`config.mk`:
```
export PLATFORM = sky130hd
export DESIGN_NAME = regfile_2r1w_flat
export DESIGN_NICKNAME = d
export VERILOG_FILES = /design/src/rtl/regfile_2r1w_if.sv /design/src/rtl/regfile_2r1w.sv /design/src/flat_wrapper.sv
export SDC_FILE = /design/constraint.sdc
export NUM_CORES = 2
export LEC_CHECK = 0
export BUFFER_PORTS_ARGS = -buffer_cell sky130_fd_sc_hd__buf_2
export CORE_ASPECT_RATIO = 0.6
export CORE_MARGIN = 4
export CORE_UTILIZATION = 41
export DETAILED_ROUTE_END_ITERATION = 7
export PLACE_DENSITY = 0.55
export SYNTH_ARGS = -nofsm -noshare
export SYNTH_HDL_FRONTEND = slang
export SYNTH_SLANG_ARGS = --single-unit
```
`constraint.sdc`:
```
create_clock -name clk -period 3.69 [get_ports clk]
set_clock_uncertainty 0.05 [all_clocks]
set_input_delay 0.738 -clock clk [delete_from_list [all_inputs] [get_ports clk]]
set_output_delay 0.738 -clock clk [all_outputs]
set_load 0.01 [all_outputs]
```
`src/rtl/regfile_2r1w_if.sv`:
```
// rtl/regfile_2r1w_if.sv - write/read port bundle for the 2-read 1-write register file
interface regfile_2r1w_if #(
    parameter int WIDTH = 64,
    parameter int DEPTH = 16
);
    localparam int AW = (DEPTH > 1) ? $clog2(DEPTH) : 1;

    logic                 en;
    logic [AW-1:0]        wr_addr;
    logic [WIDTH/8-1:0]   wr_mask;
    logic [WIDTH-1:0]     in;
    logic                 clr;
    logic                 read_a;
    logic [AW-1:0]        rd_addr_a;
    logic [WIDTH-1:0]     out_a;
    logic                 valid_a;
    logic                 read_b;
    logic [AW-1:0]        rd_addr_b;
    logic [WIDTH-1:0]     out_b;
    logic                 valid_b;

    modport master (
        output en, wr_addr, wr_mask, in, clr,
        output read_a, rd_addr_a, read_b, rd_addr_b,
        input  out_a, valid_a, out_b, valid_b
    );

    modport slave (
        input  en, wr_addr, wr_mask, in, clr,
        input  read_a, rd_addr_a, read_b, rd_addr_b,
        output out_a, valid_a, out_b, valid_b
    );
endinterface

```
`src/rtl/regfile_2r1w.sv`:
```
// rtl/regfile_2r1w.sv - byte-masked register file with two registered read ports
module regfile_2r1w #(
    parameter int WIDTH    = 64,
    parameter int DEPTH    = 16,
    parameter int ZERO_REG = 0,
    parameter int BYPASS   = 1
) (
    input  logic           clk,
    input  logic           rst_n,
    regfile_2r1w_if.slave  bus
);
    localparam int AW = (DEPTH > 1) ? $clog2(DEPTH) : 1;
    localparam int NB = WIDTH / 8;
    localparam logic [AW:0] DEPTH_C = (AW+1)'(DEPTH);

    logic [WIDTH-1:0] mem [DEPTH];

    logic             wr_legal;
    logic             wr_hit;
    logic [AW-1:0]    wr_idx;
    logic [WIDTH-1:0] wr_bits;
    logic [WIDTH-1:0] wr_merged;

    logic [1:0]       rd_req;
    logic [AW-1:0]    rd_addr [2];
    logic [AW-1:0]    rd_idx  [2];
    logic [1:0]       rd_legal;
    logic [1:0]       rd_zero;
    logic [WIDTH-1:0] rd_next [2];
    logic [WIDTH-1:0] out_q   [2];
    logic [1:0]       valid_q;

    assign rd_req     = {bus.read_b, bus.read_a};
    assign rd_addr[0] = bus.rd_addr_a;
    assign rd_addr[1] = bus.rd_addr_b;

    // A write that would be dropped anyway never counts as a hit, so it can't bypass.
    always_comb begin
        wr_legal = {1'b0, bus.wr_addr} < DEPTH_C;
        wr_idx   = wr_legal ? bus.wr_addr : '0;
        wr_hit   = bus.en && !bus.clr && wr_legal && (|bus.wr_mask)
                   && !((ZERO_REG != 0) && (bus.wr_addr == '0));
        wr_bits  = '0;
        for (int b = 0; b < NB; b++) begin
            wr_bits[8*b +: 8] = {8{bus.wr_mask[b]}};
        end
        wr_merged = (mem[wr_idx] & ~wr_bits) | (bus.in & wr_bits);
    end

    always_comb begin
        for (int p = 0; p < 2; p++) begin
            rd_legal[p] = {1'b0, rd_addr[p]} < DEPTH_C;
            rd_zero[p]  = (ZERO_REG != 0) && (rd_addr[p] == '0);
            rd_idx[p]   = rd_legal[p] ? rd_addr[p] : '0;
            rd_next[p]  = mem[rd_idx[p]];
            if (BYPASS != 0) begin
                if (bus.clr) begin
                    rd_next[p] = '0;
                end else if (wr_hit && (bus.wr_addr == rd_addr[p])) begin
                    rd_next[p] = wr_merged;
                end
            end
            if (!rd_legal[p] || rd_zero[p]) begin
                rd_next[p] = '0;
            end
        end
    end

    always_ff @(posedge clk or negedge rst_n) begin
        if (!rst_n) begin
            for (int i = 0; i < DEPTH; i++) begin
                mem[i] <= '0;
            end
            out_q[0] <= '0;
            out_q[1] <= '0;
            valid_q  <= '0;
        end else begin
            if (bus.clr) begin
                for (int i = 0; i < DEPTH; i++) begin
                    mem[i] <= '0;
                end
            end else if (wr_hit) begin
                mem[wr_idx] <= wr_merged;
            end
            // Out-of-range reads still load zero into the data register but stay invalid.
            for (int p = 0; p < 2; p++) begin
                if (rd_req[p]) begin
                    out_q[p]   <= rd_next[p];
                    valid_q[p] <= rd_legal[p];
                end else begin
                    valid_q[p] <= 1'b0;
                end
            end
        end
    end

    assign bus.out_a   = out_q[0];
    assign bus.out_b   = out_q[1];
    assign bus.valid_a = valid_q[0];
    assign bus.valid_b = valid_q[1];
endmodule

```
`src/flat_wrapper.sv`:
```
// flat-port wrapper written by rule: the top's interface ports become plain ports
module regfile_2r1w_flat 
#(
    parameter int WIDTH    = 64,
    parameter int DEPTH    = 16,
    parameter int ZERO_REG = 0,
    parameter int BYPASS   = 1
)
  (clk, rst_n, bus_en, bus_wr_addr, bus_wr_mask, bus_in, bus_clr, bus_read_a, bus_rd_addr_a, bus_read_b, bus_rd_addr_b, bus_out_a, bus_valid_a, bus_out_b, bus_valid_b);
  regfile_2r1w_if #(.WIDTH(WIDTH), .DEPTH(DEPTH)) bus_i ();
  input  logic clk;
  input  logic rst_n;
  input wire logic [$bits(bus_i.en)-1:0] bus_en;
  input wire logic [$bits(bus_i.wr_addr)-1:0] bus_wr_addr;
  input wire logic [$bits(bus_i.wr_mask)-1:0] bus_wr_mask;
  input wire logic [$bits(bus_i.in)-1:0] bus_in;
  input wire logic [$bits(bus_i.clr)-1:0] bus_clr;
  input wire logic [$bits(bus_i.read_a)-1:0] bus_read_a;
  input wire logic [$bits(bus_i.rd_addr_a)-1:0] bus_rd_addr_a;
  input wire logic [$bits(bus_i.read_b)-1:0] bus_read_b;
  input wire logic [$bits(bus_i.rd_addr_b)-1:0] bus_rd_addr_b;
  output wire logic [$bits(bus_i.out_a)-1:0] bus_out_a;
  output wire logic [$bits(bus_i.valid_a)-1:0] bus_valid_a;
  output wire logic [$bits(bus_i.out_b)-1:0] bus_out_b;
  output wire logic [$bits(bus_i.valid_b)-1:0] bus_valid_b;
  assign bus_i.en = bus_en;
  assign bus_i.wr_addr = bus_wr_addr;
  assign bus_i.wr_mask = bus_wr_mask;
  assign bus_i.in = bus_in;
  assign bus_i.clr = bus_clr;
  assign bus_i.read_a = bus_read_a;
  assign bus_i.rd_addr_a = bus_rd_addr_a;
  assign bus_i.read_b = bus_read_b;
  assign bus_i.rd_addr_b = bus_rd_addr_b;
  assign bus_out_a = bus_i.out_a;
  assign bus_valid_a = bus_i.valid_a;
  assign bus_out_b = bus_i.out_b;
  assign bus_valid_b = bus_i.valid_b;
  regfile_2r1w #(.WIDTH(WIDTH), .DEPTH(DEPTH), .ZERO_REG(ZERO_REG), .BYPASS(BYPASS)) u_core (.clk(clk), .rst_n(rst_n), .bus(bus_i));
endmodule
```
== Word level (Yosys, flattened, before mapping) ==
Cells that the tools add are included.
W data, S select, Z words.

* Bits in read-only memories: 0
* Bits in registers: 1154
* Memories kept: 0
* Bits of input ports: 90
* Output and inout bits: 130
* Word-level logic and storage cells: 60
* Latch bits: 0
* Bits in writable memories: 0

* Equal/unequal tests: 2
* Divide/modulo/power cells: 0
* Magnitude comparators: 4
* Add/subtract/negate cells: 0
* Multipliers: 0
* Reduce and logical (&&, ||, !) cells: 8
* Shifts and indexed selects: 0
* Mux-type cells: 20
* Bitwise operators: 7

{| class="wikitable"
|+ Operator list
! kind !! count
|-
| $mux W1024 || 2
|-
| $bwmux W1024 || 1
|-
| $bmux W64 S4 || 3
|-
| $mux W64 || 11
|-
| $demux W64 S4 || 1
|-
| $and A64 B64 Y64 || 2
|-
| $not A64 Y64 || 1
|-
| $or A64 B64 Y64 || 1
|-
| $ge A5 B5 Y1 const B || 3
|-
| $not A4 Y5 || 3
|-
| $eq A4 B4 Y1 || 2
|-
| $reduce_or A8 Y1 || 1
|-
| $logic_and A1 B1 Y1 || 5
|-
| $lt A5 B1 Y1 const B || 1
|-
| $mux W1 || 2
|-
| $reduce_bool A2 Y1 || 1
|-
| $logic_not A1 Y1 || 1
|}

== Longest topological paths before layout ==
* Depth after elaboration: 9
* Gate-level depth with buffers: 11
* Depth with buffers taken out: 5

== Worst setup path after synthesis ==
No wires, ideal clock.

* Path type: input to register
* Start point: input port bus_wr_addr[1]
* End point: register u_core.out_q, in the netlist u_core.bus.out_a[27]
* Cell stages on the path: 9
* Data required time: 3498 ps
* Setup time: 142 ps
* Path slack: 1117 ps
* Buffers on the path: 4
* Arrival time: 2381 ps
* Path through: buf_6 buf_6 buf_4 mux4_2 nor2_1 nor3_1 o22ai_2 buf_4 o221ai_1

* Word-level cells in the longest chain between the ends: 8
* Elaborated cells on any way between the ends: 10
* Classes of those cells: eq/ne: 1; mux: 5; bitwise: 3; reduce/logical: 1

{| class="wikitable"
|+ Ends and longest elaborated chain
! element !! RTL line !! text
|-
| start: declaration || flat_wrapper.sv:14 || <nowiki>input wire logic [$bits(bus_i.wr_addr)-1:0] bus_wr_addr;</nowiki>
|-
| $not A4 Y5 (not written as such) || regfile_2r1w.sv:47 || <nowiki>wr_merged = (mem[wr_idx] & ~wr_bits) | (bus.in & wr_bits);</nowiki>
|-
| $bmux W64 S4 || regfile_2r1w.sv:47 ||
|-
| $mux W64 (not written as such) (2 in a row) || regfile_2r1w.sv:47 ||
|-
| $and A64 B64 Y64 || regfile_2r1w.sv:47 ||
|-
| $or A64 B64 Y64 || regfile_2r1w.sv:47 ||
|-
| $mux W64 * || regfile_2r1w.sv:59 || <nowiki>end else if (wr_hit && (bus.wr_addr == rd_addr[p])) begin</nowiki>
|-
| $mux W64 * || regfile_2r1w.sv:57 || <nowiki>if (bus.clr) begin</nowiki>
|-
| end signal: indexed assignment || regfile_2r1w.sv:88 || <nowiki>out_q[p] <= rd_next[p];</nowiki>
|-
| end: declaration || regfile_2r1w.sv:30 || <nowiki>logic [WIDTH-1:0] out_q [2];</nowiki>
|}

Every way passes the cells marked *; elsewhere a longest branch is shown, timed or not. The select of a mux whose other input is x is not followed.
A chain may end at the register's enable or synchronous reset.

== Worst setup path in the final report ==
* Start point: input port bus_wr_mask[4]
* End point: register u_core.mem[514] in the netlist's numbering

* Word-level cells in the longest chain between the ends: 3

{| class="wikitable"
|+ Ends and longest elaborated chain
! element !! RTL line !! text
|-
| start: declaration || flat_wrapper.sv:15 || <nowiki>input wire logic [$bits(bus_i.wr_mask)-1:0] bus_wr_mask;</nowiki>
|-
| $reduce_or A8 Y1 || regfile_2r1w.sv:41 || <nowiki>wr_hit = bus.en && !bus.clr && wr_legal && (|bus.wr_mask)</nowiki>
|-
| $logic_and A1 B1 Y1 || regfile_2r1w.sv:41 ||
|-
| $reduce_bool A2 Y1 (no line) || - ||
|-
| end signal: indexed assignment || regfile_2r1w.sv:83 || <nowiki>mem[wr_idx] <= wr_merged;</nowiki>
|-
| end: declaration || regfile_2r1w.sv:16 || <nowiki>logic [WIDTH-1:0] mem [DEPTH];</nowiki>
|}

Every way passes these cells.

==> run_results.csv <==
group,metric,value,unit
global_route,grt_pass1_wl,410000,µm
min_path,hold_path_startpoint,"bus_read_b",
status,status,"completed",
global_route,grt_overflow,0,
synth,synth_seq_area_share,41.0,%
sta,period_minus_slack,2.88,ns
power_and_ir_drop,clockPowerShare,41.8,%
power_and_ir_drop,switching_share,28.0,%
synth,ys_seq_elements,1154,
power_and_ir_drop,p_seq_share,45.6,%
setup_path,rr_startpoint,"u_core.mem[592]$_DFFE_PN0P_",
synth,ys_types,37,
cts,clk_pin_slew_worst_paths,0.07,ns
setup_path,cp.required,4.24,ns
power_and_ir_drop,ir_worst_vdd,0.362,mV
place,hpwl,158000,µm
finish,multi_input_area,38000,µm²
cts,post-cts-setup-buffer-count,0,
global_route,met1_usage,45.4,%
global_route,track_usage,30.9,%
sta,grt_setup_unrepaired,"no",
setup_path,worstPathArrival,3.43,ns
power_and_ir_drop,pwr_density_cell,361,nW/µm²
synth,yosys_warnings,0,
routing,vias,57400,
synth,synth_area_leader_cell,"dfrtp_1",
finish,drive_gt1_share,28.3,%
power_and_ir_drop,p_leak,31.4,nW
synth,synth_area_per_cell,11.5,µm²
finish,area.sequential,28900,µm²
synth,synthFlopType,"dfrtp_1",
global_route,grt.busiest_layer,"met1",
routing,initialDrtViolationCount,7793,
global_route,antenna_found_initial,8,
power_and_ir_drop,internal_power,20.5,mW
cts,cts_buffers,114,
synth,synth_edf_count,0,
routing,ant_nets,0,
routing,drcViolationCount,0,
cts,cts-root-buf,"clkbuf_16",
synth,netlist_area,70500,µm²
setup_path,path_max_fanout,26,
setup_path,reg2reg_slack,1.51,ns
routing,vias_per_cell,6.88,
routing,wl,280000,µm
sta,final_max_slew_viol_count,0,
sta,worstMarginPinSlew,1.38,ns
synth,ys_top_cells_by_count,"dfrtp_1, nand3b_1, o21ai_0",
sta,setup_viol,0,
global_route,grt_max_degree,279,
sta,relSlewSlack,7.96,%
floorplanning,die_area,179000,µm²
setup_path,reg2reg_depth,5,
global_route,use_met2,44.7,%
power_and_ir_drop,power,28.4,mW
min_path,hold_end,"u_core.valid_q[1]$_DFF_PN0_",
global_route,use_met3,8.09,%
synth,synth_top_area_share,41.0,%
synth,yosysMostFrequentCell,"dfrtp_1",
min_path,hold_path_depth,1,
cts,clock-sinks,1154,
routing,wl_per_cell,33.6,µm
floorplanning,dieHeight,329,µm
global_route,first_global_vias,56000,
min_path,min_path_type,"in -> reg",
synth,synth_async_sr_flop_share,100,%
sta,hold_violations,0,
power_and_ir_drop,power.switching,7.95,mW
finish,final.fill_count,15400,
cts,htreeDepth,3,
floorplanning,ios,220,
place,portBuffers,219,
finish,area_growth,11.7,%
finish,layout.nets,6091,
cts,cts_tree,"built",
cts,clock_path_buffers,3,
floorplanning,start_util,41.4,%
setup_path,r2r_end,"u_core.bus.out_a[16]$_DFFE_PN0P_",
sta,max_freq,347,MHz
job,maxCapViolCount,0,
synth,netlist_top_cells_area,"dfrtp_1, mux4_2, nand3b_1, o21ai_0, mux2_2",
power_and_ir_drop,combPwrFrac,12.5,%
sta,fin_tns_setup,0,ns
synth,synth_cells,6121,
floorplanning,die_w,543,µm
synth,synth_fp_nets,6211,
setup_path,start_kind,"primary input",
setup_path,crit_type,"in -> reg",
cts,clk_latency,0.73,ns
floorplanning,core_area,170000,µm²
place,gp_congestion,0.840,
routing,dr.pass1.iters,6,
sta,period_share,78.0,%
setup_path,end_kind,"flip-flop",
floorplanning,rows,117,
## final cells by class
| type | count | share of cell area (%) |
|---|---|---|
| multi-input cells | 4093 | 48.2 |
| flip-flops and latches | 1154 | 36.7 |
| repair buffers | 501 | 6.19 |
| clock buffers | 175 | 4.33 |
| well taps | 2261 | 3.59 |
| inverters | 137 | 0.653 |
| clock inverters | 29 | 0.289 |
| diodes | 2 | 0.00636 |
## critical path, cell delays in order
cell      delay [ns]
buf_2           0.25
nor4_1          0.11
buf_4           0.16
a211oi_4        0.93
nand4_1         0.51
buf_12          0.33
buf_12          0.18
nand3b_1        0.09
o21ai_0         0.09
## layer usage
layer / part of all wire (%) / vias to the layer above
met3: 11 / 584
met4: 3.4 / 8
met2: 43 / 3597
li1: - / 23300
met1: 43 / 29900
met5: 0.020 / -
## state kept, by name (all words and copies together) (netlist names)
name              flops
u_core.valid_q        2
u_core.mem         1024
u_core.bus.out_a     64
u_core.bus.out_b     64
## stage by stage
| stage | hold slack [ns] | area, µm² | cells | setup slack [ns] | utilization (%) |
|---|---|---|---|---|---|
| 5_1_grt | 0.221 | 78700 | 8350 | 0.693 | 46.2 |
| 2_1_floorplan | 0.392 | 70500 | 6121 | 1.12 | - |
| 3_3_place_gp | 0.470 | 75100 | 8145 | 0.173 | 44.1 |
| 6_report | 0.254 | 78700 | 8352 | 0.811 | 46.2 |
| 3_5_place_dp | 0.483 | 75100 | 8145 | 0.183 | 44.1 |
| 4_1_cts | 0.203 | 78700 | 8350 | 0.947 | 46.2 |
## cell usage in the layout, fill, tap and decap left out, drive strengths merged, types with 2 or more instances in the layout
master	Yosys	layout
dfrtp	1154	1154
o21ai	1026	1026
nand3b	1024	1024
mux4	576	576
buf	335	500
mux2	384	384
a22oi	320	320
clkbuf	402	175
inv	137	139
a21o	128	128
o221ai	128	128
o22ai	128	128
nand3	76	76
nand2	67	67
nor3	64	64
a21oi	64	64
nor2b	45	45
nor2	35	35
clkinv	0	21
xnor2	8	8
nand4	6	6
clkinvlp	0	4
and2	3	3
diode	0	2
nor4	2	2
and3b	2	2
bufinv	0	2
nand2b	2	2
## worst max-delay path by stage
stage | endpoint | start | slack [ns] | depth (start not counted)
4_1_cts | u_core.mem[514]$_DFFE_PN0P_ | bus_wr_mask[4] | 0.95 | 9
3_5_place_dp | u_core.mem[514]$_DFFE_PN0P_ | bus_wr_mask[4] | 0.18 | 9
3_3_place_gp | u_core.mem[521]$_DFFE_PN0P_ | bus_wr_mask[4] | 0.17 | 9
2_1_floorplan | u_core.bus.out_a[27]$_DFFE_PN0P_ | bus_wr_addr[1] | 1.12 | 9
6_report | u_core.mem[514]$_DFFE_PN0P_ | bus_wr_mask[4] | 0.81 | 9
5_1_grt | u_core.mem[521]$_DFFE_PN0P_ | bus_wr_mask[4] | 0.69 | 9
## logic make-up (layout without fill, tap and decap cells)
logic type             Yosys count  in the layout  synth area share [%]
buffers and inverters          874            842                  5.50
multiplexers                   960            960                  24.5
flip-flops                    1154           1154                  41.0
XOR/XNOR                         8              8                0.0994
AND/OR/NAND/NOR               1329           1329                  13.0
AO/OA/AOI/OAI                 1796           1796                  15.9
other                            0              2                     0
## power by group through the flow
stage	clock network, mW	logic [mW]	registers (mW)
floorplan	0	1.91	13.1
global placement	0	3.50	13.2
detailed placement	0	3.51	13.2
CTS	12.1	3.52	13.0
global route	12.6	3.72	13.0
finish	11.9	3.56	13.0
## repair_timing
| action | in CTS | in global routing |
|---|---|---|
| gates resized for setup | 0 | 0 |
| hold buffers | 1 | 0 |
| endpoints found under the hold margin | 46 | 0 |
(Power assumes the default switching activity.)
